===== config.mk =====
export PLATFORM = sky130hd
export DESIGN_NAME = mem_arbiter_flat
export DESIGN_NICKNAME = d
export VERILOG_FILES = /design/src/rtl/mem_arbiter_if.sv /design/src/rtl/mem_arbiter.sv /design/src/flat_wrapper.sv
export SDC_FILE = /design/constraint.sdc
export NUM_CORES = 1
export LEC_CHECK = 0
export BUFFER_PORTS_ARGS = -buffer_cell sky130_fd_sc_hd__buf_4
export CAP_MARGIN = 30
export CORE_ASPECT_RATIO = 0.6
export CORE_MARGIN = 2
export CORE_UTILIZATION = 30
export CTS_CLUSTER_SIZE = 25
export DETAILED_ROUTE_END_ITERATION = 12
export HOLD_SLACK_MARGIN = 0.1
export PLACE_DENSITY = 0.7
export SYNTH_ARGS = -nofsm -noshare
export SYNTH_HDL_FRONTEND = slang
export SYNTH_SLANG_ARGS = --single-unit

===== constraint.sdc =====
create_clock -name clk -period 2 [get_ports clk]
set_clock_uncertainty 0.15 [all_clocks]
set_input_delay 0.2 -clock clk [delete_from_list [all_inputs] [get_ports clk]]
set_output_delay 0.2 -clock clk [all_outputs]
set_load 0.1 [all_outputs]

===== src/rtl/mem_arbiter_if.sv =====
// mem_arbiter_if
//  Bundles the core-side request/ack signals and the single-ported memory bus
//  that mem_arbiter sits between.
//  Ports (signals):
//   if_req/if_addr/if_rdata/if_ack          instruction-fetch requester
//   d_req/d_wr/d_addr/d_wdata/d_rdata/d_ack  load/store requester
//   stall                                    PC hold request to the core
//   mem_enable/mem_wr/mem_addr/mem_wdata     memory issue bus
//   mem_rdata                                memory read data (one cycle after issue)
//  Modports:
//   slave  - the arbiter's view
//   master - the environment's view (core + memory)
interface mem_arbiter_if #(
  parameter int AW = 32,
  parameter int DW = 32
);
  logic          if_req;
  logic [AW-1:0] if_addr;
  logic [DW-1:0] if_rdata;
  logic          if_ack;
  logic          d_req;
  logic          d_wr;
  logic [AW-1:0] d_addr;
  logic [DW-1:0] d_wdata;
  logic [DW-1:0] d_rdata;
  logic          d_ack;
  logic          stall;
  logic          mem_enable;
  logic          mem_wr;
  logic [AW-1:0] mem_addr;
  logic [DW-1:0] mem_wdata;
  logic [DW-1:0] mem_rdata;

  modport slave (
    input  if_req, if_addr, d_req, d_wr, d_addr, d_wdata, mem_rdata,
    output if_rdata, if_ack, d_rdata, d_ack, stall,
           mem_enable, mem_wr, mem_addr, mem_wdata
  );

  modport master (
    output if_req, if_addr, d_req, d_wr, d_addr, d_wdata, mem_rdata,
    input  if_rdata, if_ack, d_rdata, d_ack, stall,
           mem_enable, mem_wr, mem_addr, mem_wdata
  );
endinterface


===== src/rtl/mem_arbiter.sv =====
// mem_arbiter
//  Shares one single-ported memory between the instruction-fetch port and the
//  load/store data port. Each access is issued in one cycle (combinational
//  from the granted port) and acknowledged in the next, so a new grant is
//  possible every second cycle. Data wins over fetch unless fetch has been
//  passed over STARVE_LIMIT times in a row.
//  Ports:
//   clk  - clock, all state updates on posedge
//   rst  - synchronous active-high reset
//   bus  - mem_arbiter_if.slave (requester ports, stall, memory bus)
module mem_arbiter #(
  parameter int AW           = 32,
  parameter int DW           = 32,
  parameter int STARVE_LIMIT = 4
) (
  input logic         clk,
  input logic         rst,
  mem_arbiter_if.slave bus
);
  localparam int CW = $clog2(STARVE_LIMIT + 1);

  typedef enum logic [1:0] {IDLE, IF_WAIT, D_WAIT} state_t;

  state_t        state_reg;
  logic [CW-1:0] starve_cnt_reg;
  logic [DW-1:0] if_hold_reg;
  logic [DW-1:0] d_hold_reg;
  logic          d_load_reg;   // access in D_WAIT is a load (captures read data)

  logic issue_ok;
  logic starved;
  logic grant_if;
  logic grant_d;

  // Issue only from IDLE; reset suppresses any issue in the same cycle.
  assign issue_ok = (state_reg == IDLE) && !rst;
  assign starved  = (starve_cnt_reg == CW'(STARVE_LIMIT));
  assign grant_if = issue_ok && bus.if_req && (!bus.d_req || starved);
  assign grant_d  = issue_ok && bus.d_req && !grant_if;

  // Memory bus: driven from the granted port in the issue cycle, zero otherwise.
  assign bus.mem_enable = grant_if || grant_d;
  assign bus.mem_wr     = grant_d && bus.d_wr;
  assign bus.mem_addr   = grant_d  ? bus.d_addr :
                          grant_if ? bus.if_addr : '0;
  assign bus.mem_wdata  = grant_d ? bus.d_wdata : '0;

  // Acks come from registered state; reset in the wait cycle drops the access.
  assign bus.if_ack   = (state_reg == IF_WAIT) && !rst;
  assign bus.d_ack    = (state_reg == D_WAIT) && !rst;
  assign bus.if_rdata = bus.if_ack ? bus.mem_rdata : if_hold_reg;
  assign bus.d_rdata  = (bus.d_ack && d_load_reg) ? bus.mem_rdata : d_hold_reg;
  assign bus.stall    = bus.if_req && !bus.if_ack;

  always_ff @(posedge clk) begin
    if (rst) begin
      state_reg      <= IDLE;
      starve_cnt_reg <= '0;
      if_hold_reg    <= '0;
      d_hold_reg     <= '0;
      d_load_reg     <= 1'b0;
    end else begin
      case (state_reg)
        IDLE: begin
          if (grant_if) begin
            state_reg <= IF_WAIT;
          end else if (grant_d) begin
            state_reg  <= D_WAIT;
            d_load_reg <= !bus.d_wr;
          end
        end
        IF_WAIT: begin
          if_hold_reg <= bus.mem_rdata;
          state_reg   <= IDLE;
        end
        D_WAIT: begin
          if (d_load_reg) begin
            d_hold_reg <= bus.mem_rdata;
          end
          state_reg <= IDLE;
        end
        default: state_reg <= IDLE;
      endcase

      // Counts data grants that overtook a waiting fetch; saturates so the
      // starved comparison stays true until fetch is finally granted.
      if (!bus.if_req || grant_if) begin
        starve_cnt_reg <= '0;
      end else if (grant_d && !starved) begin
        starve_cnt_reg <= starve_cnt_reg + CW'(1);
      end
    end
  end
endmodule


===== src/flat_wrapper.sv =====
// flat-port wrapper written by rule: the top's interface ports become plain ports
module mem_arbiter_flat 
#(
  parameter int AW           = 32,
  parameter int DW           = 32,
  parameter int STARVE_LIMIT = 4
)
  (clk, rst, bus_if_req, bus_if_addr, bus_d_req, bus_d_wr, bus_d_addr, bus_d_wdata, bus_mem_rdata, bus_if_rdata, bus_if_ack, bus_d_rdata, bus_d_ack, bus_stall, bus_mem_enable, bus_mem_wr, bus_mem_addr, bus_mem_wdata);
  mem_arbiter_if #(.AW(AW), .DW(DW)) bus_i ();
  input logic clk;
  input logic rst;
  input wire logic [$bits(bus_i.if_req)-1:0] bus_if_req;
  input wire logic [$bits(bus_i.if_addr)-1:0] bus_if_addr;
  input wire logic [$bits(bus_i.d_req)-1:0] bus_d_req;
  input wire logic [$bits(bus_i.d_wr)-1:0] bus_d_wr;
  input wire logic [$bits(bus_i.d_addr)-1:0] bus_d_addr;
  input wire logic [$bits(bus_i.d_wdata)-1:0] bus_d_wdata;
  input wire logic [$bits(bus_i.mem_rdata)-1:0] bus_mem_rdata;
  output wire logic [$bits(bus_i.if_rdata)-1:0] bus_if_rdata;
  output wire logic [$bits(bus_i.if_ack)-1:0] bus_if_ack;
  output wire logic [$bits(bus_i.d_rdata)-1:0] bus_d_rdata;
  output wire logic [$bits(bus_i.d_ack)-1:0] bus_d_ack;
  output wire logic [$bits(bus_i.stall)-1:0] bus_stall;
  output wire logic [$bits(bus_i.mem_enable)-1:0] bus_mem_enable;
  output wire logic [$bits(bus_i.mem_wr)-1:0] bus_mem_wr;
  output wire logic [$bits(bus_i.mem_addr)-1:0] bus_mem_addr;
  output wire logic [$bits(bus_i.mem_wdata)-1:0] bus_mem_wdata;
  assign bus_i.if_req = bus_if_req;
  assign bus_i.if_addr = bus_if_addr;
  assign bus_i.d_req = bus_d_req;
  assign bus_i.d_wr = bus_d_wr;
  assign bus_i.d_addr = bus_d_addr;
  assign bus_i.d_wdata = bus_d_wdata;
  assign bus_i.mem_rdata = bus_mem_rdata;
  assign bus_if_rdata = bus_i.if_rdata;
  assign bus_if_ack = bus_i.if_ack;
  assign bus_d_rdata = bus_i.d_rdata;
  assign bus_d_ack = bus_i.d_ack;
  assign bus_stall = bus_i.stall;
  assign bus_mem_enable = bus_i.mem_enable;
  assign bus_mem_wr = bus_i.mem_wr;
  assign bus_mem_addr = bus_i.mem_addr;
  assign bus_mem_wdata = bus_i.mem_wdata;
  mem_arbiter #(.AW(AW), .DW(DW), .STARVE_LIMIT(STARVE_LIMIT)) u_core (.clk(clk), .rst(rst), .bus(bus_i));
endmodule

==> results.md <==
- The H-tree generated during clock tree synthesis spans 3 levels.
- The deepest clock path buffer count is 2.
- The share of post-route cells with drive strength above 1 is 67.9%.
- The most used flip-flop cell after synthesis is sky130_fd_sc_hd__dfxtp_1.
- In the final routed layout, each cell accounts on average for 24.0 um.
- The number of cells traversed by the worst register-to-register path is 7.
- The worst register-to-register path begins at u_core.state_reg[1].
- Each instance of the synthesized netlist takes up on average 9.39 um^2.
- The area of all placed cells without fillers is 9880 um^2.
- For the worst setup path, the data arrival time is 2020 ps.
- The violation count after the first detailed-route iteration is 412.
- The clock reaches the later pin of the worst-skew pair after 340 ps.
- Compared with the post-synthesis result, the final layout area differs by 158%.
- The critical path endpoint category is an output port.
- After synthesis, the largest family of logic cells by area is compound AO/OA/AOI/OAI gates.
- Summing the areas of all compound-gate instances in the mapped netlist gives 20.3% of the synthesized area.
- The leakage dissipation is 4.18 nW.
- The detailed-route via count is 5,114.
- The number of synthesized register bits is 70.
- The share of the clock period used by the worst path after layout is 118%.
- Of all flip-flops after synthesis, the portion carrying an async set or reset was 0%.
- The cell area that synthesis handed to floorplanning was 3830 um^2.
- The routed design could run at a clock period as short as 2370 ps.
- Entering global routing, the biggest net connects 39 pins.
- At the pin with the least slew margin, the transition time is 438 ps.
- The setup-violating endpoint count in the final report is 131.
- The final sum of negative setup slack is -30,070 ps.
- The fraction of the mapped netlist area in simple logic gates is 18.4%.
- The endpoint of the worst register-to-register path is u_core.if_hold_reg[1].
- The critical path data required time is 1650 ps.
- Global routing consumed, over all layers together, 27.6% of the routing resources.
- The synthesized instance count is 408.
- The synthesized design contains 0 enable-type register cells.
- After synthesis, the cell types taking the most area are sky130_fd_sc_hd__dfxtp_1 37%, sky130_fd_sc_hd__mux2_2 18%, sky130_fd_sc_hd__a22o_1 15%.
- The number of clock sinks is 70.
- Along the worst path, the maximum fanout reaches 8.
- The net total in the final layout is 880.
- The synthesized-area fraction occupied by xor and xnor cells is 0%.
- Summing the areas of all fa, ha and maj instances in the mapped netlist gives 0.653% of the synthesized area.
- The hold violation total from the final report is 0.
- The initial antenna violation count is 0.
- In the post-synthesis netlist, the cell with the most instances is sky130_fd_sc_hd__dfxtp_1.
- The biggest area contributor in the post-synthesis netlist is sky130_fd_sc_hd__dfxtp_1.
- The total DRC errors in the routed layout is 0.
- The HPWL reported at the end of detailed placement is 10.6 mm.
- The number of top-level pins is 266.
- The net count after synthesis is 543.
- After synthesis, the netlist uses 30 different library cells.
- The cell area reported after detailed placement is 6570 um^2.
- In this run the register-to-register setup slack is 150 ps.
- The floorplan step set the die width to 150 um.
- The worst setup timing slack at the placement stage is -81.3 ps.
- The startpoint identified for the worst hold timing path is bus_d_wr.
- Max-cap violations in this run came to 0.
- The antenna diode count is 0.
- The number of buffers created by CTS is 9.
- In this run the standard cell core region covers 12,300 um^2.
- The worst pin sits at a relative slew slack of 70.8%.
- The root buffer cell chosen for the clock tree is sky130_fd_sc_hd__clkbuf_16.
- Of the post-synthesis cell area, the dominant cell type holds 36.6%.
- The floorplan has 31 rows.
- The type of origin of the critical path is a flop.
- The worst hold path terminates at u_core.d_load_reg.
- The via count of the first global-routing pass is 5,183.
- The number of port buffers is 265.
- For this run, the detailed router's first-pass iteration total came to 5.
- Summed over all layers, the routed wires come to 22.0 mm.
- The checks that failed: negative setup slack.
- The placer congestion estimate is 0.778.
- Across all hold checks on the routed design, the worst slack comes to 129 ps.
- The first global-routing pass estimated 29.3 mm of wire.
- The final worst-path setup slack is -368 ps.
- Counting instances in the post-synthesis netlist gives the leading cell types as 70 x sky130_fd_sc_hd__dfxtp_1, 64 x sky130_fd_sc_hd__a22o_1, 62 x sky130_fd_sc_hd__mux2_2.
- The path class of the lowest-slack min-delay path is in2reg.
- The largest voltage drop on the vdd net is 0.000416 V.
- The Yosys step of the flow raised 0 warnings.
- The flow ran to the end, but the final reports show violations.
- After clock tree synthesis, the clock-pin slew on the worst setup and hold paths is 50 ps.
- In this run the vertical extent of the chip is 91.5 um.
- The number of max-slew violations in the final report is 0.
- After detailed routing, the number of vias per cell comes to 5.59.
- The critical path class is reg2out.
- Of the post-synthesis cell area, the part taken by muxes is 18.8%.
- The timing-limited maximum frequency is 0.422 GHz.
- The number of non-filler instances in the completed layout is 915.
- The total overflow left after global routing is 0.
- The overall die area is 13,700 um^2.
- For this configuration, the core starts out at a cell density of 31.2%.
- The count of nets left with antenna violations once routing finished came out at 0.
- The number of stages on the worst hold path is 3.
- Setup repair after global routing could not meet its margin everywhere.
- The instance count after placement with tap cells included is 815.
- Sequential elements use 36.6% of the synthesized area.
- The power per cell area is 548 nW/um^2.
- TritonCTS built the clock tree.
[routing by layer]
metal | GRT usage (%) | wire length (um) | vias to the layer above
met3 | 6.63 | 1470 | 55
met1 | 33.8 | 8750 | 2549
met2 | 48.4 | 11100 | 289
met4 | 6.76 | 641 | 0
li1 | - | - | 2221
met5 | 0 | 0 | -
[layout make-up]
class,instances,area [um^2]
Timing Repair Buffer,371,4950
Multi-Input combinational cell,289,2980
Fill cell,618,2380
Sequential cell,70,1410
Clock buffer,12,267
Tap cell,165,206
Clock inverter,4,53.8
Inverter,4,15.0
[critical path: stages (launching register included)]
cell and delay (ps):
sky130_fd_sc_hd__dfxtp_4 370, sky130_fd_sc_hd__buf_6 130, sky130_fd_sc_hd__nor3_4 300, sky130_fd_sc_hd__buf_6 170, sky130_fd_sc_hd__buf_12 150, sky130_fd_sc_hd__mux2_2 370
sky130_fd_sc_hd__buf_8 180
[how the worst max path moves through the flow]
stage	startpoint	end	slack, ps	cells after the start
6_report	u_core.state_reg[1]	bus_if_rdata[3]	-370	6
5_1_grt	u_core.state_reg[1]	bus_if_rdata[3]	-380	6
4_1_cts	u_core.state_reg[1]	bus_if_rdata[7]	-240	6
3_5_place_dp	u_core.state_reg[0]	bus_if_rdata[18]	-80	5
3_3_place_gp	u_core.state_reg[0]	bus_if_rdata[18]	-10	5
2_1_floorplan	u_core.starve_cnt_reg[0]	bus_mem_addr[10]	-110	7
[cells by family (layout without fill, tap and decap cells)]
kind of cell / count (synthesis) / count (layout)
compound gates: 105 / 105
fa+ha+maj: 2 / 2
buf+inv: 49 / 391
flops: 70 / 70
mux: 64 / 64
simple gates: 118 / 118
[what timing repair did]
action                                  CTS  global route
hold buffers                             34             0
endpoints found under the hold margin    69             0
endpoints found under the setup margin  130           132
resized for setup                       344           161
pin swaps                                35            12
buffers inserted                         25            11
gates cloned                             15             6
[power breakdown]
group	switching [mW]	internal [mW]	leakage [nW]
logic	1.32	0.939	3.46
clock network	0.632	1.07	0.151
registers	0.0277	1.43	0.569
[through the flow]
| step | utilization [%] | total power [mW] |
|---|---|---|
| floorplan | - | 2.62 |
| global placement | 53.6 | 3.08 |
| detailed placement | 53.6 | 3.10 |
| CTS | 74.4 | 5.23 |
| global route | 80.6 | 5.55 |
| finish | 80.6 | 5.41 |
[placed cells by master, fill, tap and decap left out, types with 2 or more instances in the layout]
master,count
sky130_fd_sc_hd__buf_4,168
sky130_fd_sc_hd__buf_12,130
sky130_fd_sc_hd__dfxtp_1,65
sky130_fd_sc_hd__a22o_1,64
sky130_fd_sc_hd__mux2_4,55
sky130_fd_sc_hd__dlygate4sd3_1,34
sky130_fd_sc_hd__and2_4,33
sky130_fd_sc_hd__nand4_1,32
sky130_fd_sc_hd__o21ai_4,32
sky130_fd_sc_hd__nand3_1,29
sky130_fd_sc_hd__buf_6,16
sky130_fd_sc_hd__clkbuf_16,15
sky130_fd_sc_hd__buf_16,10
sky130_fd_sc_hd__mux2_2,9
sky130_fd_sc_hd__nand3_2,6
sky130_fd_sc_hd__buf_8,5
sky130_fd_sc_hd__inv_2,3
sky130_fd_sc_hd__nor3_4,3
sky130_fd_sc_hd__a21oi_1,3
sky130_fd_sc_hd__clkbuf_8,3
sky130_fd_sc_hd__dfxtp_2,3
sky130_fd_sc_hd__nand2_1,2
sky130_fd_sc_hd__clkinvlp_4,2
sky130_fd_sc_hd__bufbuf_16,2
sky130_fd_sc_hd__dfxtp_4,2
Power figures use the tool's default switching activity.
